### src/rtl/uart_pkg.sv
// Shared types and helpers for the configurable UART receiver: FSM states,
// the divisor floor and the clamp/vote functions used by the datapath.
package uart_pkg;

    typedef enum logic [2:0] {
        IDLE,
        START,
        DATA,
        PARITY,
        STOP,
        DONE,
        WAIT_HIGH
    } state_e;

    localparam int MIN_DIV       = 8;
    localparam int MIN_DATA_BITS = 5;

    // Wide enough for any divisor width the top is likely to be built with.
    function automatic logic [63:0] clamp_div(input logic [63:0] div,
                                              input logic [63:0] min_div);
        return (div < min_div) ? min_div : div;
    endfunction

    function automatic logic [4:0] clamp_bits(input logic [4:0] bits,
                                              input logic [4:0] max_bits);
        if (bits < 5'(MIN_DATA_BITS)) return 5'(MIN_DATA_BITS);
        if (bits > max_bits)          return max_bits;
        return bits;
    endfunction

    function automatic logic maj3(input logic a, input logic b, input logic c);
        return (a & b) | (a & c) | (b & c);
    endfunction

endpackage

### src/rtl/uart_bit_sampler.sv
// Serial front end: 2-flop synchroniser, bit-period counter and a 2-of-3
// vote around mid-bit, reported as a one-cycle strobe with the voted value.
module uart_bit_sampler
    import uart_pkg::*;
#(
    parameter int CFG_W = 32
) (
    input  logic             i_Clock,
    input  logic             i_Reset,
    input  logic             i_Rx_Serial,
    input  logic             i_Start_Req,
    input  logic [CFG_W-1:0] i_Div,
    output logic             o_Rx_Sync,
    output logic             o_Bit_Strobe,
    output logic             o_Bit_Value
);

    logic             r_Sync1;
    logic             r_Sync2;
    logic [CFG_W-1:0] r_Count;
    logic             r_Samp_A;
    logic             r_Samp_B;
    logic [CFG_W-1:0] w_Half;

    assign w_Half = i_Div >> 1;

    // r_Count equals the offset into the current bit; the start request
    // marks offset 0, so the following cycle is already offset 1.
    always_ff @(posedge i_Clock) begin
        if (i_Reset) begin
            r_Sync1  <= 1'b1;
            r_Sync2  <= 1'b1;
            r_Count  <= '0;
            r_Samp_A <= 1'b1;
            r_Samp_B <= 1'b1;
        end else begin
            // NOTE: non-blocking assignments make the two flops a real
            // shift chain; blocking ones would collapse it to a single stage.
            r_Sync1 <= i_Rx_Serial;
            r_Sync2 <= r_Sync1;
            if (i_Start_Req)
                r_Count <= CFG_W'(1);
            else if (r_Count >= i_Div - CFG_W'(1))
                r_Count <= '0;
            else
                r_Count <= r_Count + CFG_W'(1);
            if (r_Count == w_Half - CFG_W'(1)) r_Samp_A <= r_Sync2;
            if (r_Count == w_Half)             r_Samp_B <= r_Sync2;
        end
    end

    assign o_Rx_Sync    = r_Sync2;
    assign o_Bit_Strobe = (r_Count == w_Half + CFG_W'(1));
    assign o_Bit_Value  = maj3(r_Samp_A, r_Samp_B, r_Sync2);

endmodule

### src/rtl/uart_rx_cfg.sv
// Runtime-configurable UART receiver: 5..DATA_W data bits, optional parity,
// 1/2 stop bits, break/overrun detection and a one-entry valid/ready output.
module uart_rx_cfg #(
    parameter int DATA_W  = 8,
    parameter int CFG_W   = 32,
    parameter int MIN_DIV = uart_pkg::MIN_DIV
) (
    input  logic              i_Clock,
    input  logic              i_Reset,
    input  logic [CFG_W-1:0]  i_Baud_Div,
    input  logic [4:0]        i_Data_Bits,
    input  logic              i_Parity_En,
    input  logic              i_Parity_Odd,
    input  logic              i_Stop2,
    input  logic              i_Rx_Serial,
    output logic              o_Rx_Valid,
    input  logic              i_Rx_Ready,
    output logic [DATA_W-1:0] o_Rx_Data,
    output logic              o_Parity_Err,
    output logic              o_Frame_Err,
    output logic              o_Break,
    output logic              o_Overrun
);
    import uart_pkg::*;

    localparam int IDX_W = $clog2(DATA_W + 1);

    state_e r_State, w_Next;

    logic w_Sync, w_Strobe, w_Bit, w_Start_Req;

    logic [CFG_W-1:0]  r_Div;
    logic [4:0]        r_Nbits;
    logic              r_Par_En, r_Par_Odd, r_Stop2;
    logic [IDX_W-1:0]  r_Bit_Idx;
    logic [DATA_W-1:0] r_Shift;
    logic              r_Par_Acc, r_Par_Bit, r_Stop_Idx, r_Stop1, r_Frame_Acc;

    logic              r_Valid, r_Parity_Err, r_Frame_Err, r_Break, r_Overrun;
    logic [DATA_W-1:0] r_Data;

    logic w_Last_Data, w_Done, w_Break_Cond, w_Par_Err, w_Load, w_Drop;

    uart_bit_sampler #(.CFG_W(CFG_W)) u_sampler (
        .i_Clock      (i_Clock),
        .i_Reset      (i_Reset),
        .i_Rx_Serial  (i_Rx_Serial),
        .i_Start_Req  (w_Start_Req),
        .i_Div        (r_Div),
        .o_Rx_Sync    (w_Sync),
        .o_Bit_Strobe (w_Strobe),
        .o_Bit_Value  (w_Bit)
    );

    assign w_Last_Data  = (r_Bit_Idx == IDX_W'(r_Nbits - 5'd1));
    assign w_Done       = (r_State == DONE);
    assign w_Break_Cond = (r_Shift == '0) && (!r_Par_En || !r_Par_Bit) && !r_Stop1;
    assign w_Par_Err    = r_Par_En & (r_Par_Acc ^ r_Par_Bit ^ r_Par_Odd);
    assign w_Load       = w_Done && !w_Break_Cond && (!r_Valid || i_Rx_Ready);
    assign w_Drop       = w_Done && !w_Break_Cond && r_Valid && !i_Rx_Ready;

    always_ff @(posedge i_Clock) begin
        if (i_Reset) r_State <= IDLE;
        else         r_State <= w_Next;
    end

    always_comb begin
        // NOTE: every output of this block gets a default first so no path
        // leaves it unassigned, which would otherwise infer a latch.
        w_Next      = r_State;
        w_Start_Req = 1'b0;
        unique case (r_State)
            IDLE: if (!w_Sync) begin
                w_Start_Req = 1'b1;
                w_Next      = START;
            end
            START:     if (w_Strobe) w_Next = w_Bit ? IDLE : DATA;
            DATA:      if (w_Strobe && w_Last_Data) w_Next = r_Par_En ? PARITY : STOP;
            PARITY:    if (w_Strobe) w_Next = STOP;
            STOP:      if (w_Strobe && (!r_Stop2 || r_Stop_Idx)) w_Next = DONE;
            DONE:      w_Next = w_Break_Cond ? WAIT_HIGH : IDLE;
            WAIT_HIGH: if (w_Sync) w_Next = IDLE;
            default:   w_Next = IDLE;
        endcase
    end

    // Frame assembly; configuration is frozen at the start of each frame.
    always_ff @(posedge i_Clock) begin
        if (i_Reset) begin
            r_Div       <= CFG_W'(MIN_DIV);
            r_Nbits     <= 5'(DATA_W);
            r_Par_En    <= 1'b0;
            r_Par_Odd   <= 1'b0;
            r_Stop2     <= 1'b0;
            r_Bit_Idx   <= '0;
            r_Shift     <= '0;
            r_Par_Acc   <= 1'b0;
            r_Par_Bit   <= 1'b0;
            r_Stop_Idx  <= 1'b0;
            r_Stop1     <= 1'b1;
            r_Frame_Acc <= 1'b0;
        end else if (w_Start_Req) begin
            r_Div       <= CFG_W'(clamp_div(64'(i_Baud_Div), 64'(MIN_DIV)));
            r_Nbits     <= clamp_bits(i_Data_Bits, 5'(DATA_W));
            r_Par_En    <= i_Parity_En;
            r_Par_Odd   <= i_Parity_Odd;
            r_Stop2     <= i_Stop2;
            r_Bit_Idx   <= '0;
            r_Shift     <= '0;
            r_Par_Acc   <= 1'b0;
            r_Par_Bit   <= 1'b0;
            r_Stop_Idx  <= 1'b0;
            r_Stop1     <= 1'b1;
            r_Frame_Acc <= 1'b0;
        end else if (w_Strobe) begin
            if (r_State == DATA) begin
                r_Shift   <= r_Shift | (DATA_W'(w_Bit) << r_Bit_Idx);
                r_Par_Acc <= r_Par_Acc ^ w_Bit;
                r_Bit_Idx <= r_Bit_Idx + IDX_W'(1);
            end
            if (r_State == PARITY) r_Par_Bit <= w_Bit;
            if (r_State == STOP) begin
                if (!w_Bit)      r_Frame_Acc <= 1'b1;
                if (!r_Stop_Idx) r_Stop1     <= w_Bit;
                r_Stop_Idx <= 1'b1;
            end
        end
    end

    // Holding register and event pulses.
    always_ff @(posedge i_Clock) begin
        if (i_Reset) begin
            r_Valid      <= 1'b0;
            r_Data       <= '0;
            r_Parity_Err <= 1'b0;
            r_Frame_Err  <= 1'b0;
            r_Break      <= 1'b0;
            r_Overrun    <= 1'b0;
        end else begin
            r_Break   <= w_Done && w_Break_Cond;
            r_Overrun <= w_Drop;
            if (w_Load) begin
                r_Valid      <= 1'b1;
                r_Data       <= r_Shift;
                r_Parity_Err <= w_Par_Err;
                r_Frame_Err  <= r_Frame_Acc;
            end else if (r_Valid && i_Rx_Ready) begin
                r_Valid <= 1'b0;
            end
        end
    end

    assign o_Rx_Valid   = r_Valid;
    assign o_Rx_Data    = r_Data;
    assign o_Parity_Err = r_Parity_Err;
    assign o_Frame_Err  = r_Frame_Err;
    assign o_Break      = r_Break;
    assign o_Overrun    = r_Overrun;

endmodule
### config.mk
export PLATFORM = sky130hd
export DESIGN_NAME = uart_rx_cfg
export DESIGN_NICKNAME = d
export VERILOG_FILES = /design/src/rtl/uart_pkg.sv /design/src/rtl/uart_bit_sampler.sv /design/src/rtl/uart_rx_cfg.sv
export SDC_FILE = /design/constraint.sdc
export NUM_CORES = 1
export LEC_CHECK = 0
export ABC_CLOCK_PERIOD_IN_PS = 4000
export CORE_ASPECT_RATIO = 0.8
export CORE_MARGIN = 2
export CORE_UTILIZATION = 54
export DETAILED_ROUTE_END_ITERATION = 8
export PLACE_DENSITY = 0.86
export SKIP_CTS_REPAIR_TIMING = 1
export SLEW_MARGIN = 25
export SYNTH_ARGS = -nofsm -noshare
export SYNTH_HDL_FRONTEND = slang
export SYNTH_SLANG_ARGS = --single-unit
### constraint.sdc
create_clock -name i_Clock -period 4 [get_ports i_Clock]
set_input_delay 0.4 -clock i_Clock [delete_from_list [all_inputs] [get_ports i_Clock]]
set_output_delay 0.4 -clock i_Clock [all_outputs]
set_load 0.03 [all_outputs]
**Word level (Yosys, flattened, before mapping)**

Cells that the tools add are included.
Widths: inputs -> output; s select.

- Bitwise gates (word level): 12
- Order comparisons: 4
- Reduce and logical (&&, ||, !) cells: 31
- Mux-type cells: 28
- Add/sub/neg operators: 6
- Eq/ne operators: 16
- Shifts and indexed selects: 1

Operators by type and width:

| kind | count |
|---|---|
| $eq 32x32->1 | 2 |
| $add 31x1->32 const B | 1 |
| $add 32x1->32 const B | 1 |
| $eq 32x31->1 | 1 |
| $ge 32x32->1 | 1 |
| $lt 32x4->1 const B | 1 |
| $mux 32 | 1 |
| $sub 31x1->32 const B | 1 |
| $sub 32x1->32 const B | 1 |
| $mux 3 | 8 |
| $pmux 3 s7 | 1 |
| $mux 4 | 4 |
| $mux 1 | 13 |
| $logic_and 1x1->1 | 10 |
| $ne 2x2->1 const B | 5 |
| $eq 3x3->1 const B | 3 |
| $logic_not 8->1 | 1 |
| $or 8x8->8 | 1 |
| $shl 1x4->8 | 1 |
| $logic_not 1->1 | 7 |
| $eq 3x2->1 const B | 2 |
| $reduce_and 2->1 | 3 |
| $reduce_and 3->1 | 2 |
| $reduce_and 6->1 | 1 |
| other kinds (17) | 26 |

- Logic and storage cells: 123
- Input port bits: 44
- Register bits: 108
- Output and inout bits: 13

**Logic depth before layout (Yosys ltp)**

Gate-level depths: netlist of the first run.

- Depth after elaboration: 9
- Gate-level depth with buffers: 21
- Depth with buffers taken out: 19

**By module**

Synthesis of the first run repeated with hierarchy kept, for this count alone.

- Cell total of the unflattened synthesis: 1028
- Area, all modules: 7887.6 um^2

Modules (own cells, without submodules):

| module | cells each | instances | sequential area each (um^2) | area an instance (um^2) |
|---|---|---|---|---|
| uart_bit_sampler | 677 | 1 | 720.7 | 4977.3 |
| uart_rx_cfg | 351 | 1 | 1441.4 | 2910.3 |

**Worst setup path after synthesis of the first run**

OpenSTA, ideal clock, no wires.

- Path kind: register -> register
- Start point: reg r_Div[1]
- End point: reg u_sampler.r_Count[1]
- Stages on the path, launching flop included: 22
- Data arrival time: 3.736 ns
- Setup slack: 0.184 ns
- Data required time: 3.920 ns
- Path through: dfxtp_1 > buf_2 > inv_1 > ha_1 > nor3b_1 > nand2_1 > nor3_1 > nand2_1 > or3_1 > nor2_1 > xnor2_1 > ha_1 > a21o_1 > a21o_1 > a21o_1 > a21o_1 > a21oi_1 > nor2b_1 > o21ai_0 > nand2_1 > clkbuf_1 > nor3b_1

- Word-level cells in the longest chain between the ends: 3

Ends and longest elaborated chain:

| what | RTL line | text |
|---|---|---|
| start, declared | uart_rx_cfg.sv:32 | `logic [CFG_W-1:0] r_Div;` |
| start signal, assigned | uart_rx_cfg.sv:90 | `r_Div <= CFG_W'(MIN_DIV);` |
| start signal, assigned | uart_rx_cfg.sv:103 | `r_Div <= CFG_W'(clamp_div(64'(i_Baud_Div), 64'(MIN_DIV)));` |
| $sub 32x1->32 | uart_bit_sampler.sv:43 | `else if (r_Count >= i_Div - CFG_W'(1))` |
| $ge 32x32->1 | uart_bit_sampler.sv:43 |  |
| $reduce_or 3->1 (no line) | -- |  |
| end signal, assigned | uart_bit_sampler.sv:46 | `r_Count <= r_Count + CFG_W'(1);` |
| end, declared | uart_bit_sampler.sv:20 | `logic [CFG_W-1:0] r_Count;` |

No other way between the ends.
A chain may end at the register's enable or synchronous reset.

**Final worst setup path of the first run**

- Start point: reg r_Div[4]
- End point: reg r_Shift[1]

- Word-level cells in the longest chain between the ends: 3

Ends and longest elaborated chain:

| what | RTL line | text |
|---|---|---|
| $add 31x1->32 | uart_bit_sampler.sv:53 | `assign o_Bit_Strobe = (r_Count == w_Half + CFG_W'(1));` |
| $eq 32x32->1 | uart_bit_sampler.sv:53 |  |
| $reduce_and 2->1 (no line) | -- |  |
| end signal, assigned | uart_rx_cfg.sv:117 | `r_Shift <= r_Shift \| (DATA_W'(w_Bit) << r_Bit_Idx);` |
| end, declared | uart_rx_cfg.sv:36 | `logic [DATA_W-1:0] r_Shift;` |

No other way between the ends.

==> reports/metrics.yaml, run 1 <==
status: "complete, no violations"
worst_pin_slew_ps: 746.5
critPathArrivalTime_ps: 4040
start_util_pct: 55.56
finish.net_count: 1167
drt.antenna.violating_nets: 0
area_growth_from_synthesis_to_layout_pct: 15.04
yosys_warnings: 0
static-leakage-power_nw: 3.567
fraction_of_final_layout_cells_with_drive_strength_greater_than_1_pct: 8.440
cts_num_sinks: 108
grt_start_max_net_pins: 59
gp_congestion: 1.012
setup_repair_after_global_routing_missed_its_margin: "false"
route.final.wire_length_um: 23480
instances_no_fill: 1274
initial_drt_pass_iterations: 6
cts_tree: "yes"
timing_hold_violations_final: 0
nets_in_the_synthesized_netlist: 1131
number_of_standard_cells_after_synthesis: 1049
cts.clk_slew.worst_paths_ps: 90
die_width_um: 139.8
clock_latency_ps: 370
synth_sequential_area_ratio_pct: 27.12
diodes: 0
fin_skew_ps: 12.31
place.port_buffers: 56
worst_ep_required_time_ps: 4280
cts-htree-levels: 3
max_slew_margin_pct: 50.08
buffer_levels_on_the_longest_clock_path: 2
power_frac_clock_pct: 37.2
num_rows: 39
peakVddDrop_v: 0.0002852
cts_root_buffer: "clkbuf_16"
initialDrtViolationCount: 916
grt_pass1_vias: 7278
number_of_enable_type_register_cells_in_the_synthesized_netlist: 0
internal_power_mw: 1.746
dp_cells: 1255
grt-busiest-layer: "met2"
worst_setup_path_start_kind: "register"
timing.final.setup_violations: 0
synth_top_flop_cell: "dfxtp_1"
avgViaCountPerCell: 6.255
final_util_pct: 63.92
report.final.slew_viol_count: 0
globalRouteMet1Util_pct: 41.88
worst_hold_path_type: "in2reg"
net-switching-power_mw: 0.7783
gr-usage-met2_pct: 44.88
grt_remaining_overflow: 0
grt_util_all_layers_pct: 29.64
gr-usage-met3_pct: 7.125
power_density_nw_per_um2: 275.3
synth_cell_types: 70
grt_first_pass_wirelength_um: 37650
routed_wire_length_per_instance_um: 18.43
syn_area_per_cell_um2: 7.599
postSynthRegisterBits: 108
share_of_flip_flops_with_an_asynchronous_set_or_reset_pct: 0
post-route-min-period_ps: 3766
drcViolationCount: 0
area_of_the_placeable_core_um2: 14350
netSwitchingFraction_pct: 30.83
design_area_um2: 9170
end_kind: "register"
ioPinCount: 57
clock.fmax_ghz: 0.2656
cts_inserted_buffers: 9
power_frac_seq_pct: 44.4
floorplan.die.height_um: 112.7
critical_path.max_fanout: 11
total_power_mw: 2.525
hpwl_um: 17540
filler_cell_count: 1270
synth_area_um2: 7971
drv.max_cap_violation_count: 0
post-route-period-util_pct: 94.14
dieArea_um2: 15760
antenna_found_initial: 0
critical_path_class: "reg2reg"
combPwrFrac_pct: 18.3
postPlaceCellArea_um2: 8793
num_vias: 7969
[area by class of cell]
cell class	count	area, µm²	share of cell area, %
Clock buffer	9	225.2	2.456
Clock inverter	7	88.84	0.9688
Inverter	23	86.33	0.9415
Multi-Input combinational cell	838	5450	59.44
Sequential cell	108	2162	23.58
Tap cell	184	230.2	2.511
Timing Repair Buffer	105	927.1	10.11
[power groups by stage]
stage | sequential (mW) | combinational (mW) | clock (mW)
after floorplan | 1.13 | 0.300 | 0
after global placement | 1.14 | 0.437 | 0
after detailed placement | 1.15 | 0.444 | 0
after CTS | 1.12 | 0.448 | 0.952
after global routing | 1.12 | 0.503 | 0.993
final | 1.12 | 0.463 | 0.940
[Yosys cell counts (all sizes together) (5+ instances only)]
master  number  share of area, %
xnor2       75               8.2
a21o        20               1.9
nor2        77               3.6
a21oi       59               3.7
and4        11               1.2
nor3        64               4.0
nor2b        9              0.71
nand3       45               2.8
buf         21               1.3
nand2      134               6.3
or3          9              0.77
ha          38               6.0
clkbuf      59               2.8
or2          5              0.39
nand2b       9              0.71
nor3b       10              0.94
nor4        32               2.8
dfxtp      108                27
o21ai       29               1.8
nand4       30               2.4
or4          5              0.52
o211ai       6              0.57
inv         23               1.1
a31oi        8              0.63
a211o        5              0.55
and3        20               1.6
mux2i       23               2.9
xor2        51               5.6
[per-stage QoR]
step / hold WS [ps] / setup slack (ps) / setup TNS [ps]
after floorplan: 389.5 / 183.6 / 0
after global placement: 391.6 / 147.7 / 0
after detailed placement: 421.2 / 5.965 / 0
after CTS: 244.3 / -73.61 / -717.0
after global routing: 264.4 / 31.05 / 0
final: 251.4 / 234.2 / 0
[flip-flops by register name, indices dropped and copies added, names as in the netlist, 3 cells and up]
| name | flops |
|---|---|
| r_Shift | 8 |
| u_sampler.r_Count | 32 |
| r_Nbits | 4 |
| r_Bit_Idx | 4 |
| r_Div | 32 |
| o_Rx_Data | 8 |
| r_State | 3 |
[layout by cell type, fill, tap and decap left out, types with 4 or more instances in the layout]
master and instances:
xnor2_1 75, clkdlybuf4s50_1 55, dfxtp_1 108, nand2b_1 9, clkbuf_16 9, ha_1 38
or4_1 4, o21ai_0 27, nor3_1 61, nand3_1 45, xor2_1 51, o2111ai_1 4
inv_1 23, or3_1 6, buf_4 48, or2_2 5, nand4_1 30, and3_1 20
nor4_1 29, nor2b_1 8, nand2_1 134, a21o_1 20, a31oi_1 8, mux2i_1 23
o21a_1 4, o211ai_1 6, nor2_1 77, nor3b_1 9, and4_1 11, a21oi_1 59
a211o_1 5
[per-layer routing]
layer / share of wire [%] / vias to the layer above
met1: 45 / 3710
li1: - / 3816
met5: 0 / -
met2: 42 / 395
met3: 10 / 48
met4: 2.3 / 0
[final timing paths]
check | startpoint | end | slack (ps) | depth (start not counted)
worst max-delay path | r_Div[4] | r_Shift[1] | 230 | 9
worst min-delay path | i_Reset | r_State[2] | 250 | 2
worst max register to register | r_Div[4] | r_Shift[1] | 230 | 9
worst min register to register | u_sampler.r_Sync1 | u_sampler.o_Rx_Sync | 440 | 1
[cells by family after synthesis]
family / share of synthesized area (%)
and+or+nand+nor: 29.89
AOI/OAI and AO/OA: 14.55
xor gates and xnor gates: 13.84
DFF: 27.12
buffers and inverters: 5.195
adders and majority gates: 6.090
muxes: 3.312
[worst max-delay path: stages (launching register included)]
cell	delay (ps)
dfxtp_1	480
buf_4	240
and4_1	410
nand2_1	200
a2111oi_0	530
o21ai_0	190
or4b_1	630
nor4_4	500
nand2b_1	220
o21ai_0	270
No activity file was read; power rests on OpenSTA's default activity.
==> inputs of run 2 (changes only) <==
--- a/config.mk
+++ b/config.mk
@@ -6,9 +6,11 @@
 export NUM_CORES = 1
 export LEC_CHECK = 0
 export ABC_CLOCK_PERIOD_IN_PS = 4000
+export CELL_PAD_IN_SITES_DETAIL_PLACEMENT = 0
+export CELL_PAD_IN_SITES_GLOBAL_PLACEMENT = 1
 export CORE_ASPECT_RATIO = 0.8
 export CORE_MARGIN = 2
-export CORE_UTILIZATION = 54
+export CORE_UTILIZATION = 40
 export DETAILED_ROUTE_END_ITERATION = 8
 export PLACE_DENSITY = 0.86
 export SKIP_CTS_REPAIR_TIMING = 1
==> run 2 against run 1 <==
Die area is 34% higher. Critical path type unchanged. Hold slack worse by 3.3 ps. Register-to-register slack better by 70 ps. Power fell by 0.53%. Utilization fell by 16 points. Worst setup slack gained 73 ps. Flip-flop and latch count stayed put. Design area rose by 2.0%. Clock power down 2%. Largest power group unchanged. Combinational power about the same. Non-clock buffer count rose by 7.
==> reports/metrics.yaml, run 2 (same netlist as run 1, synthesis figures left out) <==
status: "complete, no violations"  # unchanged
biggestRegsByFlops: "r_Div: 32 flops, u_sampler.r_Count: 32 flops"  # unchanged
instances_no_fill: 1361  # was 1274
max_slew_margin_pct: 43.80  # was 50.08%
critPathArrivalTime_ps: 3990  # was 4040 ps
setup_repair_after_global_routing_missed_its_margin: "false"  # unchanged
critical_path.max_fanout: 10  # was 11
grt_util_all_layers_pct: 22.81  # was 29.64%
setup_slack_ps: 307.3  # was 234.2 ps
crit_path_max_cell_delay_ps: 650  # was 630 ps
buffer_levels_on_the_longest_clock_path: 2  # unchanged
critical_path.cell_chain: "and3_1 -> nand2_1 -> or3_1 -> a32oi_1 -> nor4bb_1 -> or4b_1 -> nor4_4 -> nand2_1 -> o21ai_0"  # was buf_4 -> and4_1 -> nand2_1 -> a2111oi_0 -> o21ai_0 -> or4b_1 -> nor4_4 -> nand2b_1 -> o21ai_0
route.final.wire_length_um: 23810  # was 23480 µm
power_density_nw_per_um2: 268.6  # was 275.3 nW/µm²
gp_congestion: 0.9721  # was 1.012
area_of_the_placeable_core_um2: 19680  # was 14350 µm²
final_cell_mix: "nand2_1, dfxtp_1, nor2_1, xnor2_1, a21oi_1"  # was nand2_1, dfxtp_1, nor2_1, xnor2_1, nor3_1
dieArea_um2: 21080  # was 15760 µm²
cts_tree: "yes"  # unchanged
area_growth_from_synthesis_to_layout_pct: 17.28  # was 15.04%
worst_ep_required_time_ps: 4300  # was 4280 ps
dp_cells: 1344  # was 1255
grt_remaining_overflow: 0  # unchanged
timing_hold_violations_final: 0  # unchanged
detailedPlace.worstSlack_ps: 84.37  # was 5.965 ps
timing.final.setup_violations: 0  # unchanged
die_width_um: 161.8  # was 139.8 µm
num_vias: 7755  # was 7969
timing.critical_path.mode_cell: "nand2_1"  # was o21ai_0
regToRegSetupSlack_ps: 310  # was 230 ps
final_common_cell: "nand2_1"  # unchanged
design_area_um2: 9349  # was 9170 µm²
grt_start_max_net_pins: 59  # unchanged
cts_inserted_buffers: 9  # unchanged
critical_path_class: "reg2reg"  # unchanged
report.final.slew_viol_count: 0  # unchanged
initialDrtViolationCount: 702  # was 916
postPlaceCellArea_um2: 8974  # was 8793 µm²
drcViolationCount: 0  # unchanged
cts-htree-levels: 3  # unchanged
grt_pass1_vias: 7052  # was 7278
ioPinCount: 57  # unchanged
avgViaCountPerCell: 5.698  # was 6.255
cts.clk_slew.worst_paths_ps: 90  # about the same
worst_pin_slew_ps: 835.3  # was 746.5 ps
hpwl_um: 18630  # was 17540 µm
diodes: 0  # unchanged
worst_setup_path_start_kind: "register"  # unchanged
peakVddDrop_v: 0.0002296  # was 0.0002852 V
filler_cell_count: 1997  # was 1270
fin_skew_ps: 12.52  # was 12.31 ps
cts_num_sinks: 108  # unchanged
initial_drt_pass_iterations: 5  # was 6
antenna_found_initial: 0  # unchanged
worst_path_max_delay_cell: "dfxtp_1"  # was or4b_1
grt_first_pass_wirelength_um: 38060  # was 37650 µm
cts_root_buffer: "clkbuf_16"  # unchanged
end_kind: "register"  # unchanged
post-route-period-util_pct: 92.32  # was 94.14%
num_rows: 46  # was 39
post-route-min-period_ps: 3693  # was 3766 ps
static-leakage-power_nw: 3.613  # was 3.567 nW
totalNegativeSetupSlack_ps: 0  # unchanged
place.port_buffers: 56  # unchanged
worst_hold_path_type: "in2reg"  # unchanged
drv.max_cap_violation_count: 0  # unchanged
routed_wire_length_per_instance_um: 17.50  # was 18.43 µm
finish.net_count: 1174  # was 1167
fraction_of_final_layout_cells_with_drive_strength_greater_than_1_pct: 9.298  # was 8.440%
drt.antenna.violating_nets: 0  # unchanged
clock_latency_ps: 370  # about the same
floorplan.die.height_um: 130.3  # was 112.7 µm
start_util_pct: 40.50  # was 55.56%
clock.fmax_ghz: 0.2708  # was 0.2656 GHz
-- run 2: area by class of cell --
| class | count | area, µm² | share of cell area, % |
|---|---|---|---|
| clock buffer | 9 | 225.2 | 2.409 |
| clock inverter | 7 | 86.33 | 0.9234 |
| inverter | 23 | 86.33 | 0.9234 |
| multi-input combinational | 838 | 5466 | 58.47 |
| sequential | 108 | 2162 | 23.13 |
| tap | 264 | 330.3 | 3.533 |
| timing repair buffer | 112 | 992.2 | 10.61 |
-- run 2: worst max-delay path: cells and delay by family, from the launching register on --
kind               cells  cell delay, ps
and+or+nand+nor        7            2650
DFF                    1             650
AOI/OAI and AO/OA      2             340
-- run 2: path summary, 6_finish.rpt --
| kind | to | from | cells past startpoint |
|---|---|---|---|
| worst min register to register | u_sampler.o_Rx_Sync | u_sampler.r_Sync1 | 1 |
| worst max register to register | r_Shift[7] | r_Div[6] | 9 |
| worst min-delay path | r_State[2] | i_Reset | 2 |
| worst max-delay path | r_Shift[7] | r_Div[6] | 9 |
-- run 2: power by group --
part / leakage [nW] / switching (mW) / total [mW] / internal [mW]
combinational: 2.59 / 0.263 / 0.465 / 0.203
sequential: 0.873 / 0.0296 / 1.12 / 1.09
clock: 0.151 / 0.470 / 0.922 / 0.452
total: 3.61 / 0.762 / 2.51 / 1.75
-- run 2: per-layer routing --
layer	share of wire, %	global-route usage, %	routed length [µm]	vias to the layer above
met5	0	0	0	-
met2	40	32.94	9519	268
met3	8.6	4.990	2053	32
met4	1.7	5.674	402	0
li1	-	-	-	3830
met1	50	34.12	11840	3625
-- run 2: through the flow --
stage,total power [mW],hold slack (ps),util [%]
floorplan,1.430,389.5,-
global placement,1.595,391.5,45.59
detailed placement,1.599,398.1,45.59
CTS,2.524,243.7,47.17
global route,2.618,252.3,47.50
finish,2.511,248.1,47.50
